[src/rtl/uart_core_if.sv]
// User-side bundle of the UART core: TX byte handshake plus RX frame results.
// master = user logic, slave = uart_core.
interface uart_core_if #(
  parameter int DATA_BITS = 8
);
  logic [DATA_BITS-1:0] tx_data;
  logic                 tx_valid;
  logic                 tx_ready;
  logic                 tx_busy;
  logic [DATA_BITS-1:0] rx_data;
  logic                 rx_valid;
  logic                 rx_parity_err;
  logic                 rx_frame_err;

  modport master (
    output tx_data, tx_valid,
    input  tx_ready, tx_busy, rx_data, rx_valid, rx_parity_err, rx_frame_err
  );

  modport slave (
    input  tx_data, tx_valid,
    output tx_ready, tx_busy, rx_data, rx_valid, rx_parity_err, rx_frame_err
  );
endinterface

[src/rtl/uart_core.sv]
// Single-clock full-duplex UART. Bit cells are timed by counters on clk; RX samples each
// cell in its middle after a 2-FF synchroniser and reports parity and framing errors.
module uart_core #(
  parameter int CLKS_PER_BIT = 16,
  parameter int DATA_BITS    = 8,
  parameter int PARITY       = 0,
  parameter int STOP_BITS    = 1
) (
  input  logic        clk,
  input  logic        rst,
  uart_core_if.slave  bus,
  output logic        txd,
  input  logic        rxd
);
  localparam int CW = $clog2(CLKS_PER_BIT);
  localparam int BW = $clog2(DATA_BITS + 1);
  localparam logic [CW-1:0] CELL_LAST = CW'(CLKS_PER_BIT - 1);
  localparam logic [CW-1:0] CELL_HALF = CW'(CLKS_PER_BIT / 2 - 1);
  localparam logic [BW-1:0] BIT_LAST  = BW'(DATA_BITS - 1);
  localparam logic [BW-1:0] STOP_LAST = BW'(STOP_BITS - 1);

  typedef enum logic [2:0] {
    TX_IDLE   = 3'd0,
    TX_START  = 3'd1,
    TX_DATA   = 3'd2,
    TX_PARITY = 3'd3,
    TX_STOP   = 3'd4
  } tx_state_t;

  typedef enum logic [2:0] {
    RX_IDLE   = 3'd0,
    RX_START  = 3'd1,
    RX_DATA   = 3'd2,
    RX_PARITY = 3'd3,
    RX_STOP   = 3'd4
  } rx_state_t;

  // Odd parity makes the total count of ones (data + parity) odd.
  function automatic logic parity_bit(input logic [DATA_BITS-1:0] d);
    logic p_s;
    p_s = ^d;
    if (PARITY == 1) begin
      parity_bit = ~p_s;
    end else begin
      parity_bit = p_s;
    end
  endfunction

  tx_state_t            tx_state_r;
  logic [CW-1:0]        tx_cnt_r;
  logic [BW-1:0]        tx_bit_r;
  logic [DATA_BITS-1:0] tx_shift_r;
  logic                 tx_par_r;
  logic                 txd_r;
  logic                 tx_ready_r;
  logic                 tx_busy_r;

  rx_state_t            rx_state_r;
  logic [CW-1:0]        rx_cnt_r;
  logic [BW-1:0]        rx_bit_r;
  logic [DATA_BITS-1:0] rx_shift_r;
  logic                 rx_par_r;
  logic                 rx_wait_high_r;
  logic                 sync1_r;
  logic                 sync2_r;
  logic [DATA_BITS-1:0] rx_data_r;
  logic                 rx_valid_r;
  logic                 rx_perr_r;
  logic                 rx_ferr_r;

  assign txd               = txd_r;
  assign bus.tx_ready      = tx_ready_r;
  assign bus.tx_busy       = tx_busy_r;
  assign bus.rx_data       = rx_data_r;
  assign bus.rx_valid      = rx_valid_r;
  assign bus.rx_parity_err = rx_perr_r;
  assign bus.rx_frame_err  = rx_ferr_r;

  // TX state machine: shifts the latched word out LSB first, one cell per CLKS_PER_BIT cycles.
  always_ff @(posedge clk) begin
    if (rst) begin
      tx_state_r <= TX_IDLE;
      tx_cnt_r   <= CW'(0);
      tx_bit_r   <= BW'(0);
      tx_shift_r <= {DATA_BITS{1'b0}};
      tx_par_r   <= 1'b0;
      txd_r      <= 1'b1;
      tx_ready_r <= 1'b1;
      tx_busy_r  <= 1'b0;
    end else begin
      case (tx_state_r)
        TX_IDLE: begin
          if (bus.tx_valid && tx_ready_r) begin
            tx_shift_r <= bus.tx_data;
            tx_par_r   <= parity_bit(bus.tx_data);
            tx_cnt_r   <= CW'(0);
            txd_r      <= 1'b0;
            tx_ready_r <= 1'b0;
            tx_busy_r  <= 1'b1;
            tx_state_r <= TX_START;
          end
        end
        TX_START: begin
          if (tx_cnt_r == CELL_LAST) begin
            tx_cnt_r   <= CW'(0);
            tx_bit_r   <= BW'(0);
            txd_r      <= tx_shift_r[0];
            tx_state_r <= TX_DATA;
          end else begin
            tx_cnt_r <= tx_cnt_r + CW'(1);
          end
        end
        TX_DATA: begin
          if (tx_cnt_r == CELL_LAST) begin
            tx_cnt_r <= CW'(0);
            if (tx_bit_r == BIT_LAST) begin
              tx_bit_r <= BW'(0);
              if (PARITY != 0) begin
                txd_r      <= tx_par_r;
                tx_state_r <= TX_PARITY;
              end else begin
                txd_r      <= 1'b1;
                tx_state_r <= TX_STOP;
              end
            end else begin
              tx_bit_r   <= tx_bit_r + BW'(1);
              txd_r      <= tx_shift_r[1];
              tx_shift_r <= {1'b0, tx_shift_r[DATA_BITS-1:1]};
            end
          end else begin
            tx_cnt_r <= tx_cnt_r + CW'(1);
          end
        end
        TX_PARITY: begin
          if (tx_cnt_r == CELL_LAST) begin
            tx_cnt_r   <= CW'(0);
            tx_bit_r   <= BW'(0);
            txd_r      <= 1'b1;
            tx_state_r <= TX_STOP;
          end else begin
            tx_cnt_r <= tx_cnt_r + CW'(1);
          end
        end
        TX_STOP: begin
          if (tx_cnt_r == CELL_LAST) begin
            tx_cnt_r <= CW'(0);
            if (tx_bit_r == STOP_LAST) begin
              tx_bit_r   <= BW'(0);
              tx_ready_r <= 1'b1;
              tx_busy_r  <= 1'b0;
              tx_state_r <= TX_IDLE;
            end else begin
              tx_bit_r <= tx_bit_r + BW'(1);
            end
          end else begin
            tx_cnt_r <= tx_cnt_r + CW'(1);
          end
        end
        default: begin
          txd_r      <= 1'b1;
          tx_ready_r <= 1'b1;
          tx_busy_r  <= 1'b0;
          tx_state_r <= TX_IDLE;
        end
      endcase
    end
  end

  // Two-stage synchroniser for the asynchronous rxd pin, preset to the idle level.
  always_ff @(posedge clk) begin
    if (rst) begin
      sync1_r <= 1'b1;
      sync2_r <= 1'b1;
    end else begin
      sync1_r <= rxd;
      sync2_r <= sync1_r;
    end
  end

  // RX state machine: validates the start bit at half cell, then samples every cell middle.
  always_ff @(posedge clk) begin
    if (rst) begin
      rx_state_r     <= RX_IDLE;
      rx_cnt_r       <= CW'(0);
      rx_bit_r       <= BW'(0);
      rx_shift_r     <= {DATA_BITS{1'b0}};
      rx_par_r       <= 1'b0;
      rx_wait_high_r <= 1'b0;
      rx_data_r      <= {DATA_BITS{1'b0}};
      rx_valid_r     <= 1'b0;
      rx_perr_r      <= 1'b0;
      rx_ferr_r      <= 1'b0;
    end else begin
      rx_valid_r <= 1'b0;
      case (rx_state_r)
        RX_IDLE: begin
          if (sync2_r) begin
            rx_wait_high_r <= 1'b0;
          end else if (!rx_wait_high_r) begin
            rx_cnt_r   <= CW'(0);
            rx_state_r <= RX_START;
          end
        end
        RX_START: begin
          if (rx_cnt_r == CELL_HALF) begin
            rx_cnt_r <= CW'(0);
            rx_bit_r <= BW'(0);
            if (!sync2_r) begin
              rx_state_r <= RX_DATA;
            end else begin
              rx_state_r <= RX_IDLE;
            end
          end else begin
            rx_cnt_r <= rx_cnt_r + CW'(1);
          end
        end
        RX_DATA: begin
          if (rx_cnt_r == CELL_LAST) begin
            rx_cnt_r   <= CW'(0);
            rx_shift_r <= {sync2_r, rx_shift_r[DATA_BITS-1:1]};
            if (rx_bit_r == BIT_LAST) begin
              rx_bit_r <= BW'(0);
              if (PARITY != 0) begin
                rx_state_r <= RX_PARITY;
              end else begin
                rx_state_r <= RX_STOP;
              end
            end else begin
              rx_bit_r <= rx_bit_r + BW'(1);
            end
          end else begin
            rx_cnt_r <= rx_cnt_r + CW'(1);
          end
        end
        RX_PARITY: begin
          if (rx_cnt_r == CELL_LAST) begin
            rx_cnt_r   <= CW'(0);
            rx_par_r   <= sync2_r;
            rx_state_r <= RX_STOP;
          end else begin
            rx_cnt_r <= rx_cnt_r + CW'(1);
          end
        end
        RX_STOP: begin
          if (rx_cnt_r == CELL_LAST) begin
            rx_cnt_r       <= CW'(0);
            rx_data_r      <= rx_shift_r;
            rx_valid_r     <= 1'b1;
            rx_perr_r      <= (PARITY != 0) && (rx_par_r != parity_bit(rx_shift_r));
            rx_ferr_r      <= ~sync2_r;
            rx_wait_high_r <= ~sync2_r;
            rx_state_r     <= RX_IDLE;
          end else begin
            rx_cnt_r <= rx_cnt_r + CW'(1);
          end
        end
        default: begin
          rx_cnt_r   <= CW'(0);
          rx_state_r <= RX_IDLE;
        end
      endcase
    end
  end
endmodule
[src/flat_wrapper.sv]
// flat-port wrapper written by rule: the top's interface ports become plain ports
module uart_core_flat 
#(
  parameter int CLKS_PER_BIT = 16,
  parameter int DATA_BITS    = 8,
  parameter int PARITY       = 0,
  parameter int STOP_BITS    = 1
)
  (clk, rst, txd, rxd, bus_tx_data, bus_tx_valid, bus_tx_ready, bus_tx_busy, bus_rx_data, bus_rx_valid, bus_rx_parity_err, bus_rx_frame_err);
  uart_core_if #(.DATA_BITS(DATA_BITS)) bus_i ();
  input  logic clk;
  input  logic rst;
  output logic txd;
  input  logic rxd;
  input wire logic [$bits(bus_i.tx_data)-1:0] bus_tx_data;
  input wire logic [$bits(bus_i.tx_valid)-1:0] bus_tx_valid;
  output wire logic [$bits(bus_i.tx_ready)-1:0] bus_tx_ready;
  output wire logic [$bits(bus_i.tx_busy)-1:0] bus_tx_busy;
  output wire logic [$bits(bus_i.rx_data)-1:0] bus_rx_data;
  output wire logic [$bits(bus_i.rx_valid)-1:0] bus_rx_valid;
  output wire logic [$bits(bus_i.rx_parity_err)-1:0] bus_rx_parity_err;
  output wire logic [$bits(bus_i.rx_frame_err)-1:0] bus_rx_frame_err;
  assign bus_i.tx_data = bus_tx_data;
  assign bus_i.tx_valid = bus_tx_valid;
  assign bus_tx_ready = bus_i.tx_ready;
  assign bus_tx_busy = bus_i.tx_busy;
  assign bus_rx_data = bus_i.rx_data;
  assign bus_rx_valid = bus_i.rx_valid;
  assign bus_rx_parity_err = bus_i.rx_parity_err;
  assign bus_rx_frame_err = bus_i.rx_frame_err;
  uart_core #(.CLKS_PER_BIT(CLKS_PER_BIT), .DATA_BITS(DATA_BITS), .PARITY(PARITY), .STOP_BITS(STOP_BITS)) u_core (.clk(clk), .rst(rst), .bus(bus_i), .txd(txd), .rxd(rxd));
endmodule
[config.mk]
export PLATFORM = sky130hd
export DESIGN_NAME = uart_core_flat
export DESIGN_NICKNAME = d
export VERILOG_FILES = /design/src/rtl/uart_core_if.sv /design/src/rtl/uart_core.sv /design/src/flat_wrapper.sv
export SDC_FILE = /design/constraint.sdc
export NUM_CORES = 1
export LEC_CHECK = 0
export CORE_MARGIN = 4
export CORE_UTILIZATION = 36
export DETAILED_ROUTE_END_ITERATION = 16
export GPL_TIMING_DRIVEN = 0
export SYNTH_ARGS = -nofsm -noshare
export SYNTH_HDL_FRONTEND = slang
export SYNTH_SLANG_ARGS = --single-unit
export TNS_END_PERCENT = 30
[constraint.sdc]
create_clock -name clk -period 5.05 [get_ports clk]
set_input_delay 1.515 -clock clk [delete_from_list [all_inputs] [get_ports clk]]
set_output_delay 1.515 -clock clk [all_outputs]
set_load 0.05 [all_outputs]
==> results.md, run 1 <==
Status:
- The flow ran to the end, and the final reports show no timing, DRC or antenna violations.

Finish:
- Leaving out fill and tap cells, the most frequent cell in the layout is dfxtp_1.
- From synthesis to final layout, the design area changed by 18.8%.
- Summing all flip-flop and latch instances after layout gives 0.00108 mm².
- Cells with a size suffix above 1 make up 7.02% of the layout.
- In the layout the commonest cells are dfxtp_1 (54), nor2_1 (33), a21oi_1 (31), mux2i_1 (27), o21ai_0 (25).
- The net count of the finished layout is 358.
- The multi-input logic area is 0.00144 mm².
- 0 antenna diodes ended up in the layout.
- Excluding fillers, the count of instances in the completed layout stands at 441.
- The number of fillers in the final layout is 749.

Timing:
- The count of endpoints failing setup in the final report is 0.
- The post-route setup TNS is 0 ps.
- The number of pins with negative max-slew slack in the final report is 0.
- The largest clock skew in the final design is 12.4 ps.
- The worst-case headroom to the max-slew limit is 52.4%.
- Setup repair after global routing left no endpoint under its margin.
- After layout, the worst path uses 63.5% of the clock period.
- The number of hold violations in the final report is 0.
- The peak clock frequency supported by timing is 312 MHz.
- The clock period minus final worst setup slack is 3210 ps.
- The actual transition at the worst max-transition pin is 706 ps.

Drt:
- The first TritonRoute pass finished after 6 iterations.
- The routed layout has 2306 vias.
- The initial DRC count is 112.
- The routed wire length per instance is 13.4 µm.
- The final layout contains routed wiring with a total length of 5.92 mm.
- The remaining routing DRC violations is 0.
- The average vias per placed instance is 5.23.
- The count of antenna-violating nets left after detailed routing is 0.

Die:
- The width of the die is 94.1 µm.
- The die outline area is 0.00885 mm².
- The area of the core is 0.00721 mm².
- In this run the core area contains 31 standard-cell rows.
- The effective utilization at floorplan is 37.0%.
- During I/O placement, the number of pins put on the boundary was 26.
- The die is 94.1 µm tall.

Worst setup path:
- Data on the critical path arrives at its endpoint at 1690 ps.
- The setup path with the least slack is of type reg -> out.
- STA classifies the critical path startpoint as a flip-flop.
- The critical path's largest stage delay is 870 ps.
- On the critical path, the stage with the largest delay is an instance of clkdlybuf4s50_1.
- For the worst setup path, the data required time is 3540 ps.
- The sort of element at the end of the critical path is a primary output.
- Along the worst path, the maximum fanout reaches 9.
- Traced cell by cell, the critical path runs through clkdlybuf4s50_1.
- The critical path's top delay family is buffers and inverters.
- The buffers plus inverters on the worst setup path is 1.

Clock network:
- The clock-pin slew on the worst setup and hold paths is 100 ps.
- The number of setup buffers added after CTS is 0.
- CTS built an H-tree with a depth of 2.
- Buffers inserted during clock tree synthesis total 5.
- The cell chosen for the clock root is clkbuf_8.
- The hold buffer count at cts is 0.
- TritonCTS built the clock tree.
- The number of gates resized after CTS is 0.
- CTS saw 54 sinks.
- The buffer levels on the longest clock path is 2.
- The later-pin clock latency in the skew report is 310 ps.

Place:
- At the end of routability-driven placement, the weighted congestion stood at 0.795.
- The number of input and output port buffers inserted is 24.
- The total instance count after detailed placement is 433.
- The HPWL reported at the end of detailed placement is 4.31 mm.

Pwr:
- Across the VDD grid, the largest voltage drop is 162 µV.
- Dividing total power by cell area gives a power density of 362 mW/mm².
- The leakage power total is 1.21 nW.
- The overall power is 1.15 mW.

Logic synthesis:
- Synthesis inferred 54 register bits.
- The number of enable-type register cells in the synthesized netlist is 0.
- The instance count of the mapped netlist is 310.
- The largest total area in the synthesized netlist belongs to dfxtp_1.
- Synthesis produced a netlist with a net count of 327.
- Summed over its instances, the top area cell type makes up 40.5% of the synthesized netlist area.
- A synthesized cell averages 8.61 µm².
- Sequential elements use 40.5% of the synthesized area.
- Synthesis instantiated 52 different standard cells from the library.
- Ranked by total cell area, the synthesized netlist is headed by dfxtp_1 (41%), mux2i_1 (10%), a21oi_1 (5.8%).
- The count of yosys warnings during synthesis is 0.
- Of all flip-flops after synthesis, the portion carrying an async set or reset was 0%.
- The main flop type after synthesis is dfxtp_1.
- In this run the cell area of the synthesized design comes to 0.00267 mm².

Job:
- Max-cap violations in this run came to 0.

GRT:
- The initial antenna violation count is 0.
- Across every metal layer, demand over resource in global routing totals 14.1%.
- The first global-routing pass estimated 10.0 mm of wire.
- Entering global routing, the biggest net connects 18 pins.
- The via count of the first global-routing pass came to 2070.
- The overflow left after global routing is 0.

Worst hold path:
- The class of the worst hold path is reg -> reg.
[per-layer routing]
metal	routed length [µm]	GRT usage (%)
met1	2880	19.2
met2	2760	22.2
met3	208	3.13
met4	76	3.97
met5	0	0
[report_power, final]
group	switching [mW]	internal (mW)
clock network	0.145	0.199
logic	0.182	0.130
registers	0.0310	0.460
[area by class of cell]
class	instances	area share [%]
Inverter	9	1.07
Clock inverter	3	2.17
Timing Repair Buffer	24	7.58
Buffer	20	3.47
Clock buffer	5	2.17
Multi-Input combinational cell	227	45.5
Sequential cell	54	34.1
Tap cell	99	3.91
[worst paths after layout]
path,startpoint,end,slack (ps),cells after the start
setup / recovery,u_core.bus.tx_ready$_SDFFE_PP1P_,bus_tx_ready,1840,1
hold / removal,u_core.sync1_r$_SDFF_PP1_,u_core.sync2_r$_SDFF_PP1_,420,1
setup reg to reg,u_core.tx_cnt_r[0]$_SDFFE_PP0P_,u_core.tx_shift_r[5]$_SDFFE_PP0P_,2810,7
hold reg to reg,u_core.sync1_r$_SDFF_PP1_,u_core.sync2_r$_SDFF_PP1_,420,1
[logic make-up after synthesis]
group	count (synthesis)	share of synthesized area (%)
other	1	0.141
adder cells (fa/ha/maj)	5	2.34
multiplexers	28	10.5
flip-flops	54	40.5
XOR/XNOR	3	0.985
AND/OR/NAND/NOR	109	22.0
buffers and inverters	29	5.39
AO/OA/AOI/OAI	81	18.1
[flip-flops by register name (all words and copies together) (netlist names), 3 cells and up]
signal	count
u_core.bus.rx_data	8
u_core.rx_shift_r	8
u_core.tx_shift_r	8
u_core.rx_bit_r	4
u_core.rx_cnt_r	4
u_core.tx_bit_r	4
u_core.tx_cnt_r	4
u_core.rx_state_r	3
u_core.tx_state_r	3
[metrics by stage]
| stage | hold slack, ps | worst slack, ps | cell area, µm² | utilization (%) |
|---|---|---|---|---|
| floorplan | 389 | 2480 | 2670 | - |
| finish | 419 | 1840 | 3170 | 43.9 |
| global route | 438 | 1770 | 3170 | 43.9 |
| global placement | 390 | 1630 | 3030 | 42.0 |
| CTS | 419 | 1840 | 3170 | 43.9 |
| detailed placement | 412 | 1610 | 3030 | 42.0 |
[synthesized netlist by cell type (5+ instances only)]
cell and number:
inv_1 9, nor3_1 5, nand3b_1 5, and3_1 5, clkbuf_1 13, a21oi_1 31, nand3_1 9, ha_1 5
dfxtp_1 54, or2_2 6, nand2_1 14, or3_1 9, mux2i_1 27, o21ai_0 25, o211ai_1 6, nor2_1 33
(Power assumes the default switching activity.)
==> run 2, diff against run 1 <==
Clock period 5.05 ns to 3.1 ns, I/O delays scaled along.
==> results of run 2 <==
The final DEF is identical to that of run 1. Status: completed.
Main changes from that run: setup slack after placement 1610 ps -> 242 ps; setup slack after layout 1840 ps -> 479 ps; register-to-register setup slack 2810 ps -> 860 ps; total power 1.15 mW -> 1.87 mW; worst IR drop on VDD 162 µV -> 264 µV
